## src/rtl/i2s_pkg.sv

```systemverilog
// Shared I2S definitions used by both the transmit and receive sides.
package i2s_pkg;

  localparam int I2S_SAMPLE_W  = 24;
  localparam int I2S_SLOT_W    = 32;
  localparam int I2S_FRAME_BCK = 64;

  // One stereo sample pair as it travels between producer and serializer.
  typedef struct packed {
    logic [23:0] left;
    logic [23:0] right;
  } i2s_pair_t;

endpackage

```

## src/rtl/i2s_clkgen.sv

```systemverilog
// I2S bit-clock generator: divides clk down to bck, keeps the frame bit
// position and drives the word-select line.  Everything downstream keys
// off fall_evt (bck 1->0) so the receiver can sample on bck rising edges.
// frame_wrap marks the fall event that starts a new frame; the very first
// fall event after reset also counts as one so the first frame begins at
// bit 0 instead of bit 1.
module i2s_clkgen
  import i2s_pkg::*;
#(
  parameter int CLK_DIV = 4,
  parameter int SLOT_W  = I2S_SLOT_W
) (
  input  logic clk,
  input  logic reset_n,
  output logic bck_o,
  output logic lrck_o,
  output logic fall_evt,
  output logic frame_wrap
);

  localparam int DIV_W      = (CLK_DIV > 1) ? $clog2(CLK_DIV) : 1;
  localparam int FRAME_BITS = 2 * SLOT_W;
  localparam int BIT_W      = $clog2(FRAME_BITS);

  localparam logic [DIV_W-1:0] DIV_LAST     = DIV_W'(CLK_DIV - 1);
  localparam logic [BIT_W-1:0] BIT_LAST     = BIT_W'(FRAME_BITS - 1);
  localparam logic [BIT_W-1:0] RIGHT_FIRST  = BIT_W'(SLOT_W);

  logic [DIV_W-1:0] div_cnt_reg;
  logic             bck_reg;
  logic [BIT_W-1:0] bit_cnt_reg;
  logic [BIT_W-1:0] bit_cnt_next;
  logic             lrck_reg;
  logic             started_reg;
  logic             div_wrap;

  assign div_wrap   = (div_cnt_reg == DIV_LAST);
  assign fall_evt   = div_wrap & bck_reg;
  assign frame_wrap = fall_evt & (~started_reg | (bit_cnt_reg == BIT_LAST));

  assign bck_o  = bck_reg;
  assign lrck_o = lrck_reg;

  // Next frame bit position: hold at 0 on the first fall, wrap at end of frame.
  always_comb begin
    bit_cnt_next = bit_cnt_reg + BIT_W'(1);
    if (!started_reg || (bit_cnt_reg == BIT_LAST)) begin
      bit_cnt_next = '0;
    end
  end

  // Half-period divider; bck toggles each time the divider wraps.
  always_ff @(posedge clk or negedge reset_n) begin
    if (!reset_n) begin
      div_cnt_reg <= '0;
      bck_reg     <= 1'b0;
    end else if (div_wrap) begin
      div_cnt_reg <= '0;
      bck_reg     <= ~bck_reg;
    end else begin
      div_cnt_reg <= div_cnt_reg + DIV_W'(1);
    end
  end

  // Bit position and word select advance only on bck falling edges.
  always_ff @(posedge clk or negedge reset_n) begin
    if (!reset_n) begin
      bit_cnt_reg <= '0;
      lrck_reg    <= 1'b0;
      started_reg <= 1'b0;
    end else if (fall_evt) begin
      bit_cnt_reg <= bit_cnt_next;
      lrck_reg    <= (bit_cnt_next >= RIGHT_FIRST);
      started_reg <= 1'b1;
    end
  end

endmodule

```

## src/rtl/i2s_tx.sv

```systemverilog
// I2S master transmitter, Philips format, two SLOT_W-bit slots per frame.
// A one-entry pair buffer sits in front of a frame-wide shift register that
// is reloaded at every frame boundary; an empty buffer at that moment sends
// a frame of zeros and flags underrun.
// Build option: define I2S_TX_TONE_EN to replace the sample inputs with an
// internal ramp (both channels equal, +0x010000 per frame, starting at
// 0x200000); the input handshake is then unused and sample_ready stays low.
module i2s_tx
  import i2s_pkg::*;
#(
  parameter int CLK_DIV  = 4,
  parameter int SAMPLE_W = I2S_SAMPLE_W,
  parameter int SLOT_W   = I2S_SLOT_W
) (
  input  logic                clk,
  input  logic                reset_n,
  input  logic [SAMPLE_W-1:0] sample_l,
  input  logic [SAMPLE_W-1:0] sample_r,
  input  logic                sample_valid,
  output logic                sample_ready,
  output logic                bck_o,
  output logic                lrck_o,
  output logic                sd_o,
  output logic                frame_start,
  output logic                underrun
);

  localparam int FRAME_BITS = 2 * SLOT_W;

  logic                  fall_evt;
  logic                  frame_wrap;
  logic [SAMPLE_W-1:0]   src_l;
  logic [SAMPLE_W-1:0]   src_r;
  logic                  load_empty;
  logic [FRAME_BITS-1:0] frame_img;
  logic [FRAME_BITS-1:0] shift_reg;
  logic                  sd_reg;
  logic                  frame_start_reg;
  logic                  underrun_reg;

  i2s_clkgen #(
    .CLK_DIV (CLK_DIV),
    .SLOT_W  (SLOT_W)
  ) u_clkgen (
    .clk        (clk),
    .reset_n    (reset_n),
    .bck_o      (bck_o),
    .lrck_o     (lrck_o),
    .fall_evt   (fall_evt),
    .frame_wrap (frame_wrap)
  );

`ifdef I2S_TX_TONE_EN

  localparam logic [SAMPLE_W-1:0] RAMP_INIT = SAMPLE_W'(24'h200000);
  localparam logic [SAMPLE_W-1:0] RAMP_STEP = SAMPLE_W'(24'h010000);

  logic [SAMPLE_W-1:0] ramp_reg;
  logic                unused_inputs;

  assign unused_inputs = ^{sample_l, sample_r, sample_valid};
  assign sample_ready  = 1'b0;
  assign load_empty    = 1'b0;
  assign src_l         = ramp_reg;
  assign src_r         = ramp_reg;

  // Ramp steps once per frame, after its current value has been loaded.
  always_ff @(posedge clk or negedge reset_n) begin
    if (!reset_n) begin
      ramp_reg <= RAMP_INIT;
    end else if (frame_wrap) begin
      ramp_reg <= ramp_reg + RAMP_STEP;
    end
  end

`else

  logic                buf_full_reg;
  logic [SAMPLE_W-1:0] buf_l_reg;
  logic [SAMPLE_W-1:0] buf_r_reg;
  logic                accept;

  // A frame load frees the entry on the same edge, so a new pair can be
  // taken while the old one moves into the shift register.
  assign sample_ready = ~buf_full_reg | frame_wrap;
  assign accept       = sample_valid & sample_ready;
  assign load_empty   = ~buf_full_reg;
  assign src_l        = buf_full_reg ? buf_l_reg : '0;
  assign src_r        = buf_full_reg ? buf_r_reg : '0;

  // One-entry pair buffer; inputs are captured only on an accepting edge.
  always_ff @(posedge clk or negedge reset_n) begin
    if (!reset_n) begin
      buf_full_reg <= 1'b0;
      buf_l_reg    <= '0;
      buf_r_reg    <= '0;
    end else begin
      if (accept) begin
        buf_full_reg <= 1'b1;
        buf_l_reg    <= sample_l;
        buf_r_reg    <= sample_r;
      end else if (frame_wrap) begin
        buf_full_reg <= 1'b0;
      end
    end
  end

`endif

  // Frame image, MSB = frame bit 0.  Slot bit 0 is the one-bck Philips
  // delay, bits 1..SAMPLE_W carry the sample MSB first, the rest is padding.
  for (genvar gi = 0; gi < FRAME_BITS; gi++) begin : g_img
    localparam int P = gi % SLOT_W;
    if ((P >= 1) && (P <= SAMPLE_W)) begin : g_data
      if (gi >= SLOT_W) begin : g_right
        assign frame_img[FRAME_BITS-1-gi] = src_r[SAMPLE_W-P];
      end else begin : g_left
        assign frame_img[FRAME_BITS-1-gi] = src_l[SAMPLE_W-P];
      end
    end else begin : g_pad
      assign frame_img[FRAME_BITS-1-gi] = 1'b0;
    end
  end

  assign sd_o        = sd_reg;
  assign frame_start = frame_start_reg;
  assign underrun    = underrun_reg;

  // Serializer: reload on frame wrap, otherwise shift one bit per bck fall.
  always_ff @(posedge clk or negedge reset_n) begin
    if (!reset_n) begin
      shift_reg <= '0;
      sd_reg    <= 1'b0;
    end else if (fall_evt) begin
      if (frame_wrap) begin
        sd_reg    <= frame_img[FRAME_BITS-1];
        shift_reg <= {frame_img[FRAME_BITS-2:0], 1'b0};
      end else begin
        sd_reg    <= shift_reg[FRAME_BITS-1];
        shift_reg <= {shift_reg[FRAME_BITS-2:0], 1'b0};
      end
    end
  end

  // Single-cycle status pulses following each frame load.
  always_ff @(posedge clk or negedge reset_n) begin
    if (!reset_n) begin
      frame_start_reg <= 1'b0;
      underrun_reg    <= 1'b0;
    end else begin
      frame_start_reg <= frame_wrap;
      underrun_reg    <= frame_wrap & load_empty;
    end
  end

endmodule

```

## config.mk

```make
export PLATFORM = sky130hd
export DESIGN_NAME = i2s_tx
export DESIGN_NICKNAME = d
export VERILOG_FILES = /design/src/rtl/i2s_pkg.sv /design/src/rtl/i2s_clkgen.sv /design/src/rtl/i2s_tx.sv
export SDC_FILE = /design/constraint.sdc
export NUM_CORES = 1
export LEC_CHECK = 0
export BUFFER_PORTS_ARGS = -buffer_cell sky130_fd_sc_hd__buf_2
export CAP_MARGIN = 20
export CORE_ASPECT_RATIO = 0.5
export CORE_UTILIZATION = 40
export DETAILED_ROUTE_END_ITERATION = 6
export GPL_TIMING_DRIVEN = 0
export PLACE_DENSITY = 0.56
export SLEW_MARGIN = 30
export SYNTH_ARGS = -nofsm -noshare
export SYNTH_HDL_FRONTEND = slang
export SYNTH_SLANG_ARGS = --single-unit
```

## constraint.sdc

```tcl
create_clock -name clk -period 2.05 [get_ports clk]
set_input_delay 0 -clock clk [delete_from_list [all_inputs] [get_ports clk]]
set_output_delay 0 -clock clk [all_outputs]
set_load 0.02 [all_outputs]
```

==> flow_summary.toml, run 1 <==
[clock_network]
cts_tree = "built"
tritoncts_num_sinks = 119
cts_root_buf = "sky130_fd_sc_hd__clkbuf_16"
clock_latency_ps = 400
clock_tree.htree_level_count = 4
clk_pin_slew_worst_paths_ps = 50
cts-buffers-inserted = 17
cts-root-to-sink-buffers = 2

[final_layout]
final_nets = 646
layout_cell_share_with_drive_strength_beyond_1_pct = 26.4
fin_util_pct = 55.6
final_design_area_no_fill_mm2 = 0.00670
areaGrowthSynthToFinish_pct = 32.8
antennaDiodeCount = 0
largest_register_ffs = 56

[worst_setup_path]
delay_of_the_slowest_cell_on_the_worst_path_ps = 430
timing.critical_path.to = "buf_r_reg[7]"
rr_startpoint = "u_clkgen.bit_cnt_reg[0]"
reg2reg_slack_ps = 70
critPathLaunch = "u_clkgen.bit_cnt_reg[0]"
reg2reg_depth = 7
timing.critical_path.slowest_stage_cell = "sky130_fd_sc_hd__dfrtp_1"
worst-path-buf-inv = 2
cp_data_required_time_ps = 2340
criticalPathCategory = "reg -> reg"
worst_path_dominant_cell_family = "flip-flops"
timing.critical_path.cells = "ha_4, nand3_4, o311ai_4, nand2_2, buf_4, buf_2, mux2_2"
crit_path_end_kind = "flop"
worstSetupStartpointType = "flop"
cp.depth = 7
critPathArrivalTime_ps = 2270
worstReg2RegEnd = "buf_r_reg[7]"
worst-path-max-fanout = 10

[floorplan]
row_count = 28
start_util_pct = 41.9
design.die.area_mm2 = 0.0131
core_area_mm2 = 0.0121
die_h_um = 81.4
die_span_x_um = 161
io_pins = 57

[sta]
skew_ps = 5.73
number_of_setup_violations_in_the_final_report = 0
worst_hold_slack_ps = 75.5
relSlewSlack_pct = 63.7
min_period_ps = 1980
grt_setup_unrepaired = "false"
hold_violations = 0
postLayoutSetupSlackWorst_ps = 65.5
clock.fmax_ghz = 0.504
timing_worst_slew_pin_value_ps = 545
timing_max_transition_violations_final = 0
post_route_clock_period_utilization_pct = 96.8

[route]
routedLengthMet1_mm = 5.93
drt.antenna.violating_nets = 0
route.detailed.wl_per_inst_um = 14.9
count_of_tritonroute_iterations_in_the_first_routing_pass = 4
wl_mm = 11.5
post_drt_via_cell_ratio = 5.05
highest-signal-layer = "met4"
detailroute.wirelength.met2_mm = 5.00
met3WireLength_um = 478
drc_errors = 0
detailedRoute.firstIterationViolations = 261
total_via_count_in_the_routed_design = 3890

[placed_design]
routabilityCongestion = 0.743
sum_of_net_half_perimeters_after_detailed_placement_mm = 7.22
place.port_buffers = 56
placement.setup.worst_slack_ps = -132
placed_cell_area_mm2 = 0.00557

[logic_synthesis]
synth_top_area_cell = "sky130_fd_sc_hd__dfrtp_1"
synthesis.area_per_instance_um2 = 10.8
synth.lib_cells_used.distinct = 29
netlist_top_cells_area = "sky130_fd_sc_hd__dfrtp_1 (59%), sky130_fd_sc_hd__a21oi_1 (9.6%), sky130_fd_sc_hd__mux2_2 (6.5%), sky130_fd_sc_hd__mux2_4 (6.0%), sky130_fd_sc_hd__nand3_1 (5.1%)"
postSynth.asyncResetShare_pct = 100
synth_nets = 518
synth-seq-area-share_pct = 59.0
post_synthesis_instance_area_mm2 = 0.00504
yosysWarnings = 0
synth_edf_count = 0
synth-seq-cells = 119
ys_dominant_reg_cell = "sky130_fd_sc_hd__dfrtp_1"
synthDominantCellAreaShare_pct = 59.0
post_synth_inst_count = 465

[global_routing]
first_global_vias = 3853
gr_usage_total_pct = 19.0
grt_remaining_overflow = 0
grt_first_pass_wirelength_mm = 19.3
grt_start_max_net_pins = 76
antenna_violations_before_repair = 0

[run]
drv_cap = 0

[power_and_ir_drop]
cellPowerDensity_mw_per_mm2 = 838
power.ir.vdd_worst_mv = 0.348
power.static_leakage_nw = 3.19
power.total_mw = 5.61

[outcome]
status = "finished, final reports clean"

[min_path]
hold_path_class = "in -> async"
==> timing repair <==
action                                  in CTS  in global routing
resized for setup                            8                 15
setup buffers                                0                  3
hold endpoints to repair                   168                  0
hold buffers                                50                  0
pin swaps                                    1                  3
endpoints found under the setup margin      68                 65
==> synthesized netlist by cell type (3+ instances only) <==
library cell / instances
sky130_fd_sc_hd__a21oi_1: 97
sky130_fd_sc_hd__buf_2: 5
sky130_fd_sc_hd__buf_6: 3
sky130_fd_sc_hd__clkbuf_1: 27
sky130_fd_sc_hd__dfrtp_1: 119
sky130_fd_sc_hd__mux2_2: 29
sky130_fd_sc_hd__mux2_4: 20
sky130_fd_sc_hd__nand2_1: 27
sky130_fd_sc_hd__nand3_1: 51
sky130_fd_sc_hd__nor2_1: 50
sky130_fd_sc_hd__o21ai_0: 15
==> per-stage QoR <==
| step | std cells | TNS [ps] |
|---|---|---|
| CTS | 769 | -450 |
| floorplan | 465 | 0 |
| global placement | 686 | -78560 |
| detailed placement | 687 | -3120 |
| finish | 771 | 0 |
| global route | 771 | 0 |
==> cell families (layout without fill, tap and decap cells) <==
group / count (synthesis) / count (layout) / share of synthesized area (%)
multiplexers: 49 / 49 / 12.4
XOR/XNOR: 2 / 2 / 0.347
flip-flops: 119 / 119 / 59.0
AND/OR/NAND/NOR: 138 / 138 / 12.1
adder cells (fa/ha/maj): 2 / 2 / 0.496
buffers and inverters: 38 / 179 / 3.40
AO/OA/AOI/OAI: 117 / 117 / 12.2
==> final cells by class <==
class                      count  area (µm²)
buffer                        35         176
clock buffer                  23         478
clock inverter                 9        75.1
fill                        1064        5350
inverter                       2        7.51
multi-input combinational    308        1940
sequential                   119        2980
tap                          165         206
timing repair buffer         110         841
==> layer usage <==
| layer | global-route usage, % | vias to the layer above |
|---|---|---|
| met2 | 28.4 | 89 |
| met3 | 3.88 | 10 |
| met4 | 6.51 | 0 |
| li1 | - | 1879 |
| met1 | 27.5 | 1912 |
| met5 | 0 | - |
==> how the worst min path moves through the flow <==
stage,from,end
4_1_cts,reset_n,buf_r_reg[21]
3_5_place_dp,reset_n,buf_r_reg[21]
6_report,reset_n,buf_r_reg[22]
5_1_grt,reset_n,buf_r_reg[22]
3_3_place_gp,sample_valid,buf_full_reg
2_1_floorplan,reset_n,buf_full_reg
==> power by group <==
group / switching [mW] / internal, mW / leakage, nW
Clock: 1.03 / 1.75 / 0.272
Sequential: 0.0631 / 2.46 / 1.56
Combinational: 0.0982 / 0.206 / 1.35
==> layout by cell type, fill, tap and decap left out, drive strengths merged <==
cell	Yosys	layout
a21oi	97	97
a22o	1	1
and2	1	1
and3	1	1
buf	9	68
bufinv	0	1
clkbuf	27	50
clkinv	0	6
clkinvlp	0	2
dfrtp	119	119
dlygate4sd3	0	50
ha	2	2
inv	2	2
mux2	49	49
nand2	28	28
nand2b	2	2
nand3	52	52
nand3b	1	1
nor2	50	50
nor3	2	2
o21a	1	1
o21ai	16	16
o22ai	1	1
o311ai	1	1
or4	1	1
xnor2	1	1
xor2	1	1
Power figures use the tool's default switching activity.
==> run 2, diff against run 1 <==
--- a/config.mk
+++ b/config.mk
@@ -8,10 +8,11 @@
 export BUFFER_PORTS_ARGS = -buffer_cell sky130_fd_sc_hd__buf_2
 export CAP_MARGIN = 20
 export CORE_ASPECT_RATIO = 0.5
-export CORE_UTILIZATION = 40
+export CORE_UTILIZATION = 25
 export DETAILED_ROUTE_END_ITERATION = 6
 export GPL_TIMING_DRIVEN = 0
-export PLACE_DENSITY = 0.56
+export PLACE_DENSITY = 0.39
+export RECOVER_POWER = 50
 export SLEW_MARGIN = 30
 export SYNTH_ARGS = -nofsm -noshare
 export SYNTH_HDL_FRONTEND = slang
==> flow_summary.toml, run 2 (same netlist as run 1, synthesis figures left out) <==
[power_and_ir_drop]
power.static_leakage_nw = 3.21
power.total_mw = 5.92
cellPowerDensity_mw_per_mm2 = 862
power.ir.vdd_worst_mv = 0.485

[route]
detailedRoute.firstIterationViolations = 299
count_of_tritonroute_iterations_in_the_first_routing_pass = 4
wl_mm = 12.5
post_drt_via_cell_ratio = 4.41
drt.antenna.violating_nets = 0
drc_errors = 0
total_via_count_in_the_routed_design = 3841
route.detailed.wl_per_inst_um = 14.4

[worst_setup_path]
timing.critical_path.to = "buf_l_reg[19]"
worstReg2RegEnd = "buf_l_reg[19]"
worstSetupStartpointType = "flop"
critPathLaunch = "u_clkgen.bit_cnt_reg[1]"
crit_path_end_kind = "flop"
worst-path-max-fanout = 10
reg2reg_depth = 7
criticalPathCategory = "reg -> reg"
rr_startpoint = "u_clkgen.bit_cnt_reg[1]"
critPathArrivalTime_ps = 2210
cp_data_required_time_ps = 2330
reg2reg_slack_ps = 130

[floorplan]
io_pins = 57
core_area_mm2 = 0.0196
die_h_um = 102
design.die.area_mm2 = 0.0208
row_count = 36
die_span_x_um = 203
start_util_pct = 25.7

[clock_network]
cts-root-to-sink-buffers = 2
clock_latency_ps = 410
tritoncts_num_sinks = 119
cts-buffers-inserted = 17
clk_pin_slew_worst_paths_ps = 60
clock_tree.htree_level_count = 4
cts_root_buf = "sky130_fd_sc_hd__clkbuf_16"
cts_tree = "built"

[global_routing]
grt_remaining_overflow = 0
grt_first_pass_wirelength_mm = 20.8
first_global_vias = 3870
antenna_violations_before_repair = 0
grt_start_max_net_pins = 79
gr_usage_total_pct = 13.0

[placed_design]
dpl.cell_count = 788
routabilityCongestion = 0.698
placed_cell_area_mm2 = 0.00569
place.port_buffers = 56
sum_of_net_half_perimeters_after_detailed_placement_mm = 8.15

[final_layout]
layout_cell_share_with_drive_strength_beyond_1_pct = 27.8
final_cells = 871
largest_register_ffs = 56
most_frequent_cells_in_the_layout = "sky130_fd_sc_hd__dfrtp_1 (118), sky130_fd_sc_hd__a21oi_1 (97), sky130_fd_sc_hd__buf_2 (58)"
areaGrowthSynthToFinish_pct = 36.2
final_nets = 645
fin_util_pct = 35.1
antennaDiodeCount = 0
mostFrequentLayoutCell = "sky130_fd_sc_hd__dfrtp_1"
final_design_area_no_fill_mm2 = 0.00687

[sta]
grt_setup_unrepaired = "false"
timing_worst_slew_pin_value_ps = 1110
setup_tns_ps = 0
number_of_setup_violations_in_the_final_report = 0
clock.fmax_ghz = 0.520
hold_violations = 0
min_period_ps = 1920
timing_max_transition_violations_final = 0
relSlewSlack_pct = 26.2
post_route_clock_period_utilization_pct = 93.8
skew_ps = 15.9

[run]
drv_cap = 0

[min_path]
hold_path_class = "in -> async"

[outcome]
status = "finished, final reports clean"
-- run 2: changes by cell type in the layout (fill, tap and decap cells not counted), sizes merged --
cell      delta
bufinv       +2
clkinvlp     -1
buf          -3
clkbuf       -3
clkinv       +2
inv          +2
-- run 2: how the worst min path moves through the flow --
stage	end	slack [ps]	from
detailed placement	buf_r_reg[21]	-80	reset_n
global route	buf_l_reg[13]	350	sample_l[13]
CTS	shift_reg[21]	70	reset_n
floorplan	buf_full_reg	-300	reset_n
finish	buf_r_reg[22]	340	reset_n
global placement	buf_full_reg	220	sample_valid
-- run 2: final cells by class --
| cell class | instances | area [µm²] |
|---|---|---|
| Buffer | 35 | 181 |
| Clock buffer | 18 | 439 |
| Clock inverter | 14 | 174 |
| Fill cell | 2050 | 12700 |
| Inverter | 2 | 7.51 |
| Multi-Input combinational cell | 308 | 1950 |
| Sequential cell | 119 | 2980 |
| Tap cell | 266 | 333 |
| Timing Repair Buffer | 109 | 807 |
-- run 2: metal layers --
metal | share of wire (%) | global-route usage (%)
met1 | 52 | 18.5
met2 | 44 | 19.6
met3 | 3.3 | 2.87
met4 | 0.49 | 3.82
met5 | 0 | 0
-- run 2: metrics by stage --
step	setup slack (ps)	hold WS, ps
2_1_floorplan	100	-296
5_1_grt	30.1	351
6_report	127	339
3_3_place_gp	-831	222
3_5_place_dp	-167	-79.1
4_1_cts	24.1	74.7
-- run 2: power by group --
part	internal, mW	leakage [nW]	switching (mW)	total [mW]
Clock	1.95	0.301	1.14	3.10
Sequential	2.46	1.56	0.0627	2.52
Combinational	0.200	1.35	0.0984	0.299
-- run 2: critical path, stage by stage (launching register included) --
cell and delay (ps):
sky130_fd_sc_hd__dfrtp_1 430, sky130_fd_sc_hd__ha_4 190, sky130_fd_sc_hd__nand3_4 110, sky130_fd_sc_hd__o311ai_4 340, sky130_fd_sc_hd__nand2_2 90, sky130_fd_sc_hd__buf_6 160
sky130_fd_sc_hd__buf_6 170, sky130_fd_sc_hd__mux2_4 300
-- run 2: what timing repair did --
action                                 in CTS  in global routing
pin swaps                                   1                  2
buffers inserted                            1                  1
resized for setup                          11                 21
setup endpoints to repair                 100                 64
hold buffers                               50                  0
endpoints found under the hold margin     168                  0
==> run 3, diff against run 2 <==
--- a/config.mk
+++ b/config.mk
@@ -11,7 +11,7 @@
 export CORE_UTILIZATION = 25
 export DETAILED_ROUTE_END_ITERATION = 6
 export GPL_TIMING_DRIVEN = 0
-export PLACE_DENSITY = 0.39
+export PLACE_DENSITY = 0.4
 export RECOVER_POWER = 50
 export SLEW_MARGIN = 30
 export SYNTH_ARGS = -nofsm -noshare
==> flow_summary.toml, run 3 (same netlist as run 1, synthesis figures left out) <==
[outcome]
status = "finished, final reports clean"

[power_and_ir_drop]
power.static_leakage_nw = 3.19
power.total_mw = 5.80
cellPowerDensity_mw_per_mm2 = 846
power.ir.vdd_worst_mv = 0.475

[floorplan]
start_util_pct = 25.7
die_span_x_um = 203
design.die.area_mm2 = 0.0208
die_h_um = 102
row_count = 36
core_area_mm2 = 0.0196
io_pins = 57

[route]
total_via_count_in_the_routed_design = 3823
route.detailed.wl_per_inst_um = 14.4
detailedRoute.firstIterationViolations = 251
count_of_tritonroute_iterations_in_the_first_routing_pass = 4
drc_errors = 0
post_drt_via_cell_ratio = 4.38
wl_mm = 12.6
drt.antenna.violating_nets = 0

[final_layout]
layout_cell_share_with_drive_strength_beyond_1_pct = 26.6
fillerInstances = 2000
mostFrequentLayoutCell = "sky130_fd_sc_hd__dfrtp_1"
areaGrowthSynthToFinish_pct = 35.8
antennaDiodeCount = 0
largest_register_ffs = 56
most_frequent_cells_in_the_layout = "sky130_fd_sc_hd__dfrtp_1 (118), sky130_fd_sc_hd__a21oi_1 (97), sky130_fd_sc_hd__buf_2 (57)"
fin_util_pct = 35.0
final_nets = 646

[global_routing]
grt_start_max_net_pins = 70
first_global_vias = 3837
grt_first_pass_wirelength_mm = 20.9
gr_usage_total_pct = 13.0
grt_remaining_overflow = 0
antenna_violations_before_repair = 0

[clock_network]
cts-root-to-sink-buffers = 2
cts_tree = "built"
clock_tree.htree_level_count = 4
tritoncts_num_sinks = 119
cts_root_buf = "sky130_fd_sc_hd__clkbuf_16"
cts-buffers-inserted = 17
clock_latency_ps = 400
clk_pin_slew_worst_paths_ps = 60

[sta]
timing_worst_slew_pin_value_ps = 1380
grt_setup_unrepaired = "false"
post_route_clock_period_utilization_pct = 94.3
min_period_ps = 1930
number_of_setup_violations_in_the_final_report = 0
clock.fmax_ghz = 0.518
timing_max_transition_violations_final = 0
hold_violations = 0
relSlewSlack_pct = 8.30
worst_hold_slack_ps = 359
skew_ps = 13.2

[placed_design]
place.port_buffers = 56
sum_of_net_half_perimeters_after_detailed_placement_mm = 8.17
routabilityCongestion = 0.703

[worst_setup_path]
critPathArrivalTime_ps = 2210
criticalPathCategory = "reg -> reg"
crit_path_end_kind = "flop"
cp_data_required_time_ps = 2330
worst-path-max-fanout = 10
worstSetupStartpointType = "flop"

[run]
drv_cap = 0

[min_path]
hold_path_class = "in -> reg"
run 3: where the power goes:
| part | switching, mW | leakage [nW] | internal, mW |
|---|---|---|---|
| Sequential | 0.0606 | 1.56 | 2.46 |
| Combinational | 0.101 | 1.34 | 0.204 |
| Clock | 1.08 | 0.285 | 1.89 |
| Total | 1.25 | 3.19 | 4.55 |
run 3: final timing paths:
kind                                    startpoint                      end  slack [ps]  cells after the start
max                        u_clkgen.bit_cnt_reg[0]             buf_r_reg[6]         120                      7
min                                   sample_l[14]            buf_l_reg[14]         360                      3
max reg2reg                u_clkgen.bit_cnt_reg[0]             buf_r_reg[6]         120                      7
min reg2reg                        u_clkgen.lrck_o          u_clkgen.lrck_o         470                      2
max in group asynchronous                  reset_n             buf_l_reg[8]         600                      3
min in group asynchronous                  reset_n  u_clkgen.bit_cnt_reg[3]         460                      2
run 3: area by class of cell:
| type | instances | area, µm² | area share [%] |
|---|---|---|---|
| flip-flops and latches | 119 | 2980 | 43.5 |
| plain buffers | 35 | 173 | 2.52 |
| well taps | 266 | 333 | 4.86 |
| clock inverters | 11 | 124 | 1.81 |
| inverters | 2 | 7.51 | 0.110 |
| clock buffers | 21 | 470 | 6.87 |
| repair buffers | 110 | 830 | 12.1 |
| multi-input cells | 308 | 1940 | 28.3 |
run 3: through the flow:
step | cell area [µm²] | cells | setup slack, ps | TNS, ps
detailed placement | 5690 | 788 | -205 | -7890
CTS | 6810 | 869 | 0.684 | 0
global placement | 5660 | 787 | -782 | -100270
global route | 6850 | 872 | 14.1 | 0
floorplan | 5040 | 465 | 100 | 0
finish | 6850 | 872 | 118 | 0
run 3: worst max-delay path, cell delays in order, from the launching register on:
cell and delay, ps:
sky130_fd_sc_hd__dfrtp_2 400, sky130_fd_sc_hd__ha_2 220, sky130_fd_sc_hd__nand3_4 120, sky130_fd_sc_hd__o311ai_4 320, sky130_fd_sc_hd__nand2_2 100, sky130_fd_sc_hd__buf_4 160, sky130_fd_sc_hd__buf_2 200, sky130_fd_sc_hd__mux2_2 290
run 3: repair_timing:
item                                    4_1_cts  5_1_grt
buffers inserted                              0        3
hold buffers                                 50        0
gates resized for setup                       9       10
endpoints found under the setup margin      100       88
endpoints found under the hold margin       168        0
pin swaps                                     1        2
run 3: routing by layer:
layer / part of all wire, % / vias up / GRT usage, %
li1: - / 1869 / -
met1: 53 / 1888 / 19.0
met2: 44 / 60 / 18.8
met3: 3.1 / 6 / 3.38
met4: 0.53 / 0 / 3.47
met5: 0 / - / 0
